## config.mk

```make
export PLATFORM = sky130hd
export DESIGN_NAME = multicycle_control
export DESIGN_NICKNAME = d
export VERILOG_FILES = /design/src/rtl/multicycle_control.sv
export SDC_FILE = /design/constraint.sdc
export NUM_CORES = 1
export LEC_CHECK = 0
export CORE_MARGIN = 2
export CORE_UTILIZATION = 40
export CTS_CLUSTER_DIAMETER = 50
export DETAILED_ROUTE_END_ITERATION = 8
export DONT_BUFFER_PORTS = 1
export SYNTH_ARGS = -nofsm -noshare
export SYNTH_HDL_FRONTEND = slang
export SYNTH_SLANG_ARGS = --single-unit
```

## constraint.sdc

```tcl
create_clock -name clk -period 4.3 [get_ports clk]
set_input_delay 0.43 -clock clk [delete_from_list [all_inputs] [get_ports clk]]
set_output_delay 0.43 -clock clk [all_outputs]
set_load 0.02 [all_outputs]
```

## src/rtl/multicycle_control.sv

```systemverilog
// multicycle_control -- main control FSM of a multicycle MIPS datapath.
//
// One instruction runs over several cycles on a shared ALU and a unified
// memory. The memory states stall on mem_ready. Two conditions enter a sticky
// FAULT state that only rst clears: a memory access that stalls past
// STALL_LIMIT cycles, and an opcode that is not recognised in DECODE.
//
// Build option: define JUMP_EN to decode opcode 000010 (j) into the JUMP
// state. Without it, j is an illegal opcode and pc_source never equals 10.
//
// Parameters
//   STALL_LIMIT  consecutive mem_ready=0 cycles allowed in one memory state
//                (0 disables the timeout)
//   CNT_W        stall counter width, 2**CNT_W > STALL_LIMIT
//
// Ports
//   clk, rst       clock (rising edge), synchronous active-high reset
//   instr_op       IR[31:26], looked at only in DECODE
//   mem_ready      memory finishes the current access this cycle
//   pc_write       unconditional PC load
//   pc_write_cond  PC load when the ALU zero flag is set (beq)
//   iord           memory address select: 0 = PC, 1 = ALUOut
//   mem_read       memory read request, held until mem_ready
//   mem_write      memory write request, held until mem_ready
//   ir_write       IR load
//   mem_to_reg     write-back source: 1 = MDR, 0 = ALUOut
//   reg_dst        destination register: 1 = rd, 0 = rt
//   reg_write      register file write
//   alu_src_a      ALU A: 0 = PC, 1 = register A
//   alu_src_b      ALU B: 00 = B, 01 = 4, 10 = sign-ext imm, 11 = imm<<2
//   alu_op         00 = add, 01 = sub, 10 = decode funct
//   pc_source      00 = ALU result, 01 = ALUOut, 10 = jump target
//   state_o        current state code
//   fault          sticky trap indicator
module multicycle_control #(
  parameter int STALL_LIMIT = 15,
  parameter int CNT_W       = 4
) (
  input  logic       clk,
  input  logic       rst,
  input  logic [5:0] instr_op,
  input  logic       mem_ready,
  output logic       pc_write,
  output logic       pc_write_cond,
  output logic       iord,
  output logic       mem_read,
  output logic       mem_write,
  output logic       ir_write,
  output logic       mem_to_reg,
  output logic       reg_dst,
  output logic       reg_write,
  output logic       alu_src_a,
  output logic [1:0] alu_src_b,
  output logic [1:0] alu_op,
  output logic [1:0] pc_source,
  output logic [3:0] state_o,
  output logic       fault
);

  typedef enum logic [3:0] {
    S_FETCH   = 4'd0,
    S_DECODE  = 4'd1,
    S_MEM_ADR = 4'd2,
    S_MEM_RD  = 4'd3,
    S_MEM_WB  = 4'd4,
    S_MEM_WR  = 4'd5,
    S_EXEC    = 4'd6,
    S_ALU_WB  = 4'd7,
    S_BRANCH  = 4'd8,
    S_ADDI_EX = 4'd9,
    S_ADDI_WB = 4'd10,
`ifdef JUMP_EN
    S_JUMP    = 4'd11,
`endif
    S_FAULT   = 4'd15
  } state_t;

  localparam logic [5:0] OP_RTYPE = 6'b000000;
  localparam logic [5:0] OP_LW    = 6'b100011;
  localparam logic [5:0] OP_SW    = 6'b101011;
  localparam logic [5:0] OP_BEQ   = 6'b000100;
  localparam logic [5:0] OP_ADDI  = 6'b001000;
`ifdef JUMP_EN
  localparam logic [5:0] OP_J     = 6'b000010;
`endif
  localparam logic [CNT_W-1:0] LIMIT = CNT_W'(STALL_LIMIT);

  state_t           state, state_nx;
  logic [CNT_W-1:0] cnt, cnt_nx;
  // lw and sw share MEM_ADR; the opcode is only valid in DECODE, so the
  // load/store choice is captured there for use one cycle later.
  logic             is_sw, is_sw_nx;
  logic             mem_state, timeout;

  always_ff @(posedge clk) begin
    if (rst) begin
      state <= S_FETCH;
      cnt   <= '0;
      is_sw <= 1'b0;
    end else begin
      state <= state_nx;
      cnt   <= cnt_nx;
      is_sw <= is_sw_nx;
    end
  end

  assign mem_state = (state == S_FETCH) || (state == S_MEM_RD) || (state == S_MEM_WR);
  // mem_ready wins over the timeout in the same cycle.
  assign timeout   = mem_state && !mem_ready && (STALL_LIMIT != 0) && (cnt == LIMIT);

  always_comb begin
    state_nx = state;
    is_sw_nx = is_sw;
    case (state)
      S_FETCH:   if (mem_ready) state_nx = S_DECODE;
                 else if (timeout) state_nx = S_FAULT;
      S_DECODE: begin
        is_sw_nx = (instr_op == OP_SW);
        case (instr_op)
          OP_RTYPE:     state_nx = S_EXEC;
          OP_LW, OP_SW: state_nx = S_MEM_ADR;
          OP_BEQ:       state_nx = S_BRANCH;
          OP_ADDI:      state_nx = S_ADDI_EX;
`ifdef JUMP_EN
          OP_J:         state_nx = S_JUMP;
`endif
          default:      state_nx = S_FAULT;
        endcase
      end
      S_MEM_ADR: state_nx = is_sw ? S_MEM_WR : S_MEM_RD;
      S_MEM_RD:  if (mem_ready) state_nx = S_MEM_WB;
                 else if (timeout) state_nx = S_FAULT;
      S_MEM_WB:  state_nx = S_FETCH;
      S_MEM_WR:  if (mem_ready) state_nx = S_FETCH;
                 else if (timeout) state_nx = S_FAULT;
      S_EXEC:    state_nx = S_ALU_WB;
      S_ALU_WB:  state_nx = S_FETCH;
      S_BRANCH:  state_nx = S_FETCH;
      S_ADDI_EX: state_nx = S_ADDI_WB;
      S_ADDI_WB: state_nx = S_FETCH;
`ifdef JUMP_EN
      S_JUMP:    state_nx = S_FETCH;
`endif
      S_FAULT:   state_nx = S_FAULT;
      default:   state_nx = S_FAULT;
    endcase
  end

  // Any state change clears the counter, which covers entry into each memory
  // state; within a memory state it counts stall cycles and saturates.
  always_comb begin
    cnt_nx = cnt;
    if (state_nx != state)
      cnt_nx = '0;
    else if (mem_state && !mem_ready && cnt != LIMIT)
      cnt_nx = cnt + CNT_W'(1);
  end

  // Moore outputs; only FETCH looks at mem_ready (IR/PC load on completion).
  always_comb begin
    pc_write      = 1'b0;
    pc_write_cond = 1'b0;
    iord          = 1'b0;
    mem_read      = 1'b0;
    mem_write     = 1'b0;
    ir_write      = 1'b0;
    mem_to_reg    = 1'b0;
    reg_dst       = 1'b0;
    reg_write     = 1'b0;
    alu_src_a     = 1'b0;
    alu_src_b     = 2'b00;
    alu_op        = 2'b00;
    pc_source     = 2'b00;
    fault         = 1'b0;
    case (state)
      S_FETCH: begin
        mem_read  = 1'b1;
        alu_src_b = 2'b01;
        ir_write  = mem_ready;
        pc_write  = mem_ready;
      end
      S_DECODE:  alu_src_b = 2'b11;
      S_MEM_ADR: begin alu_src_a = 1'b1; alu_src_b = 2'b10; end
      S_MEM_RD:  begin mem_read = 1'b1; iord = 1'b1; end
      S_MEM_WB:  begin mem_to_reg = 1'b1; reg_write = 1'b1; end
      S_MEM_WR:  begin mem_write = 1'b1; iord = 1'b1; end
      S_EXEC:    begin alu_src_a = 1'b1; alu_op = 2'b10; end
      S_ALU_WB:  begin reg_dst = 1'b1; reg_write = 1'b1; end
      S_BRANCH: begin
        alu_src_a     = 1'b1;
        alu_op        = 2'b01;
        pc_write_cond = 1'b1;
        pc_source     = 2'b01;
      end
      S_ADDI_EX: begin alu_src_a = 1'b1; alu_src_b = 2'b10; end
      S_ADDI_WB: reg_write = 1'b1;
`ifdef JUMP_EN
      S_JUMP:    begin pc_write = 1'b1; pc_source = 2'b10; end
`endif
      S_FAULT:   fault = 1'b1;
      default:   ;
    endcase
    // Reset takes effect at the next edge; suppress every strobe meanwhile so
    // an interrupted instruction cannot write anything.
    if (rst) begin
      pc_write      = 1'b0;
      pc_write_cond = 1'b0;
      iord          = 1'b0;
      mem_read      = 1'b0;
      mem_write     = 1'b0;
      ir_write      = 1'b0;
      mem_to_reg    = 1'b0;
      reg_dst       = 1'b0;
      reg_write     = 1'b0;
      alu_src_a     = 1'b0;
      alu_src_b     = 2'b00;
      alu_op        = 2'b00;
      pc_source     = 2'b00;
      fault         = 1'b0;
    end
  end

  assign state_o = state;

endmodule

```

==> impl_metrics.csv <==
group,metric,value,unit
placement,dp.final_hpwl,1.69,mm
routing,dr_total_vias,949,
global_route,grt_pass1_wl,3.61,mm
run_status,status,"complete, no violations",
logic_synthesis,synthesis.instances,134,
worst_setup_path,cpPeakStageDelay,1000,ps
global_route,overflow,0,
sta,tightest_slew,1050,ps
global_route,grt_use_total,17.0,%
sta,fin_crit_sh,67.3,%
sta,timing.hold.ws,233,ps
worst_setup_path,cp.arrival,2460,ps
global_route,grt_pass1_vias,811,
sta,tns,0,ps
sta,fin_crit,2890,ps
floorplan,io_pins,30,
worst_setup_path,critPathCaptureType,"primary output",
cts,h-tree-depth,1,
sta,drv_slew,0,
floorplan,dieWidth,53.1,um
worst_setup_path,criticalPathCategory,"register to primary output",
logic_synthesis,synthArstFlopShare,0,%
floorplan,die_area,2820,um^2
power,vdd_ir_drop_max,270,uV
placement,gp_congestion,0.837,
logic_synthesis,synthesis.area,963,um^2
cts,cts_buffers,3,
sta,max_slew_margin,30.1,%
floorplan,core_area,2250,um^2
cts,clk_latency,260,ps
routing,routed_wl,2.32,mm
logic_synthesis,synth_common_cells,"14 x nor2_1, 10 x a21oi_1, 10 x nand2_1, 9 x dfxtp_1, 8 x nor3_1",
sta,rsz0062_at_grt,"false",
logic_synthesis,synth-edff-count,0,
final_layout,syn2layout_area_growth,0.779,%
placement,place_area,945,um^2
logic_synthesis,synth_top_area_cell,"dfxtp_1",
placement,io_buffers,0,
sta,setup_viol,0,
cts,clk_pin_slew,60,ps
flow_run,maxCapViolations,0,
sta,setup_ws,1410,ps
logic_synthesis,yosys.area.top_type_share,18.7,%
final_layout,drive_gt1_share,12.8,%
routing,drc,0,
routing,ant_nets,0,
routing,via_per_inst,6.20,
logic_synthesis,synth-main-ff-cell,"dfxtp_1",
routing,drt-initial-drc-count,19,
worst_setup_path,slowest_stage,"a2111oi_1",
floorplan,row_count,17,
cts,ctsLongestPathBuffers,2,
worst_setup_path,worstPathMaxFanout,24,
hold_path,worstHoldPathType,"input pin to register",
sta,fin_worst_skew,6.05,ps
power,finalPower,0.678,mW
cts,postCtsHoldBufs,0,
worst_setup_path,start_kind,"register",
logic_synthesis,yosysSeqAreaShare,18.7,%
power,p_per_area,698,nW/um^2
worst_setup_path,path_cells,"nand2_1 -> a2111oi_1",
sta,final_hold_viol_count,0,
cts,clock_sinks,9,
final_layout,nNetsFinal,136,
final_layout,n_antenna_cell,0,
logic_synthesis,yosys-top-cells-area,"dfxtp_1 19%, nor2_1 5.5%, a21oi_1 5.2%",
worst_setup_path,path_delay_family,"compound AO/OA/AOI/OAI gates",
floorplan,die_h,53.1,um
final_layout,stdcell_area,971,um^2
cts,cts_tree,"done",
logic_synthesis,synth.most_common_cell,"nor2_1",
routing,drt_first_pass_iters,4,
cts,cts_setup_buffers,0,
logic_synthesis,yosysWarnings,0,
floorplan,initial_utilization,42.7,%
sta,max_freq,346,MHz
logic_synthesis,ys_types,49,
routing,avgRoutedWirePerCell,15.2,um
cts,ctsResizeCount,0,
power,power_leakage,0.308,nW
logic_synthesis,avgSynthCellArea,7.19,um^2
logic_synthesis,synth_nets,144,
worst_setup_path,rrSetupSlack,1650,ps
global_route,grt_max_degree,26,
logic_synthesis,synth-seq-cells,9,
worst_setup_path,required,3870,ps
cts,cts-root-buf,"clkbuf_4",
global_route,grt_antenna_before_repair,0,
placement,place_ws,1670,ps
worst_setup_path,critPathBufInv,0,
[metal layers]
| metal | GRT usage [%] | routed length (um) |
|---|---|---|
| met4 | 5.56 | 30 |
| met2 | 25.2 | 1120 |
| met1 | 24.1 | 1070 |
| met3 | 3.95 | 100 |
| met5 | 0 | 0 |
[metrics by stage]
stage	std cells	util, %
finish	153	43.1
global placement	149	41.9
floorplan	134	-
CTS	153	43.1
global route	153	43.1
detailed placement	149	41.9
[kinds of logic after synthesis]
logic type,share of synthesized area (%)
simple gates,39.1
xor+xnor,3.64
fa+ha+maj,1.30
buf+inv,7.66
mux,1.04
flops,18.7
other cells,0.389
compound gates,28.2
[path summary, 6_finish.rpt]
check                  start  endpoint  depth (start not counted)
setup / recovery  state_o[1]  mem_read                          2
hold / removal           rst     is_sw                          1
setup reg to reg  state_o[3]    cnt[2]                          6
hold reg to reg       cnt[1]    cnt[1]                          2
[report_power, final]
group	internal, mW	switching (mW)
clock	0.0357	0.0291
sequential	0.104	0.126
combinational	0.165	0.219
[flip-flops by register name (all words and copies together), names as in the netlist]
| signal | flops |
|---|---|
| cnt | 4 |
| is_sw | 1 |
| state_o | 4 |
[area by class of cell]
type	instances	area, um^2
Clock buffer	4	26.3
Fill cell	245	1280
Inverter	2	7.51
Multi-Input combinational cell	110	722
Sequential cell	9	180
Tap cell	28	35.0
[layout by cell type (no fill, tap or decap), types with 2 or more instances in the layout]
master / n
a2111oi_1: 2
a211oi_1: 2
a21oi_1: 10
a31oi_1: 2
and2_1: 2
and3_1: 4
clkbuf_4: 3
dfxtp_1: 9
nand2_1: 10
nand2b_1: 6
nand3_1: 3
nand4_1: 2
nor2_1: 14
nor3_1: 7
nor3_2: 2
nor4_1: 3
nor4b_1: 2
o21ai_0: 7
o21bai_1: 3
or2_2: 3
xnor2_1: 3
Power figures use the tool's default switching activity.
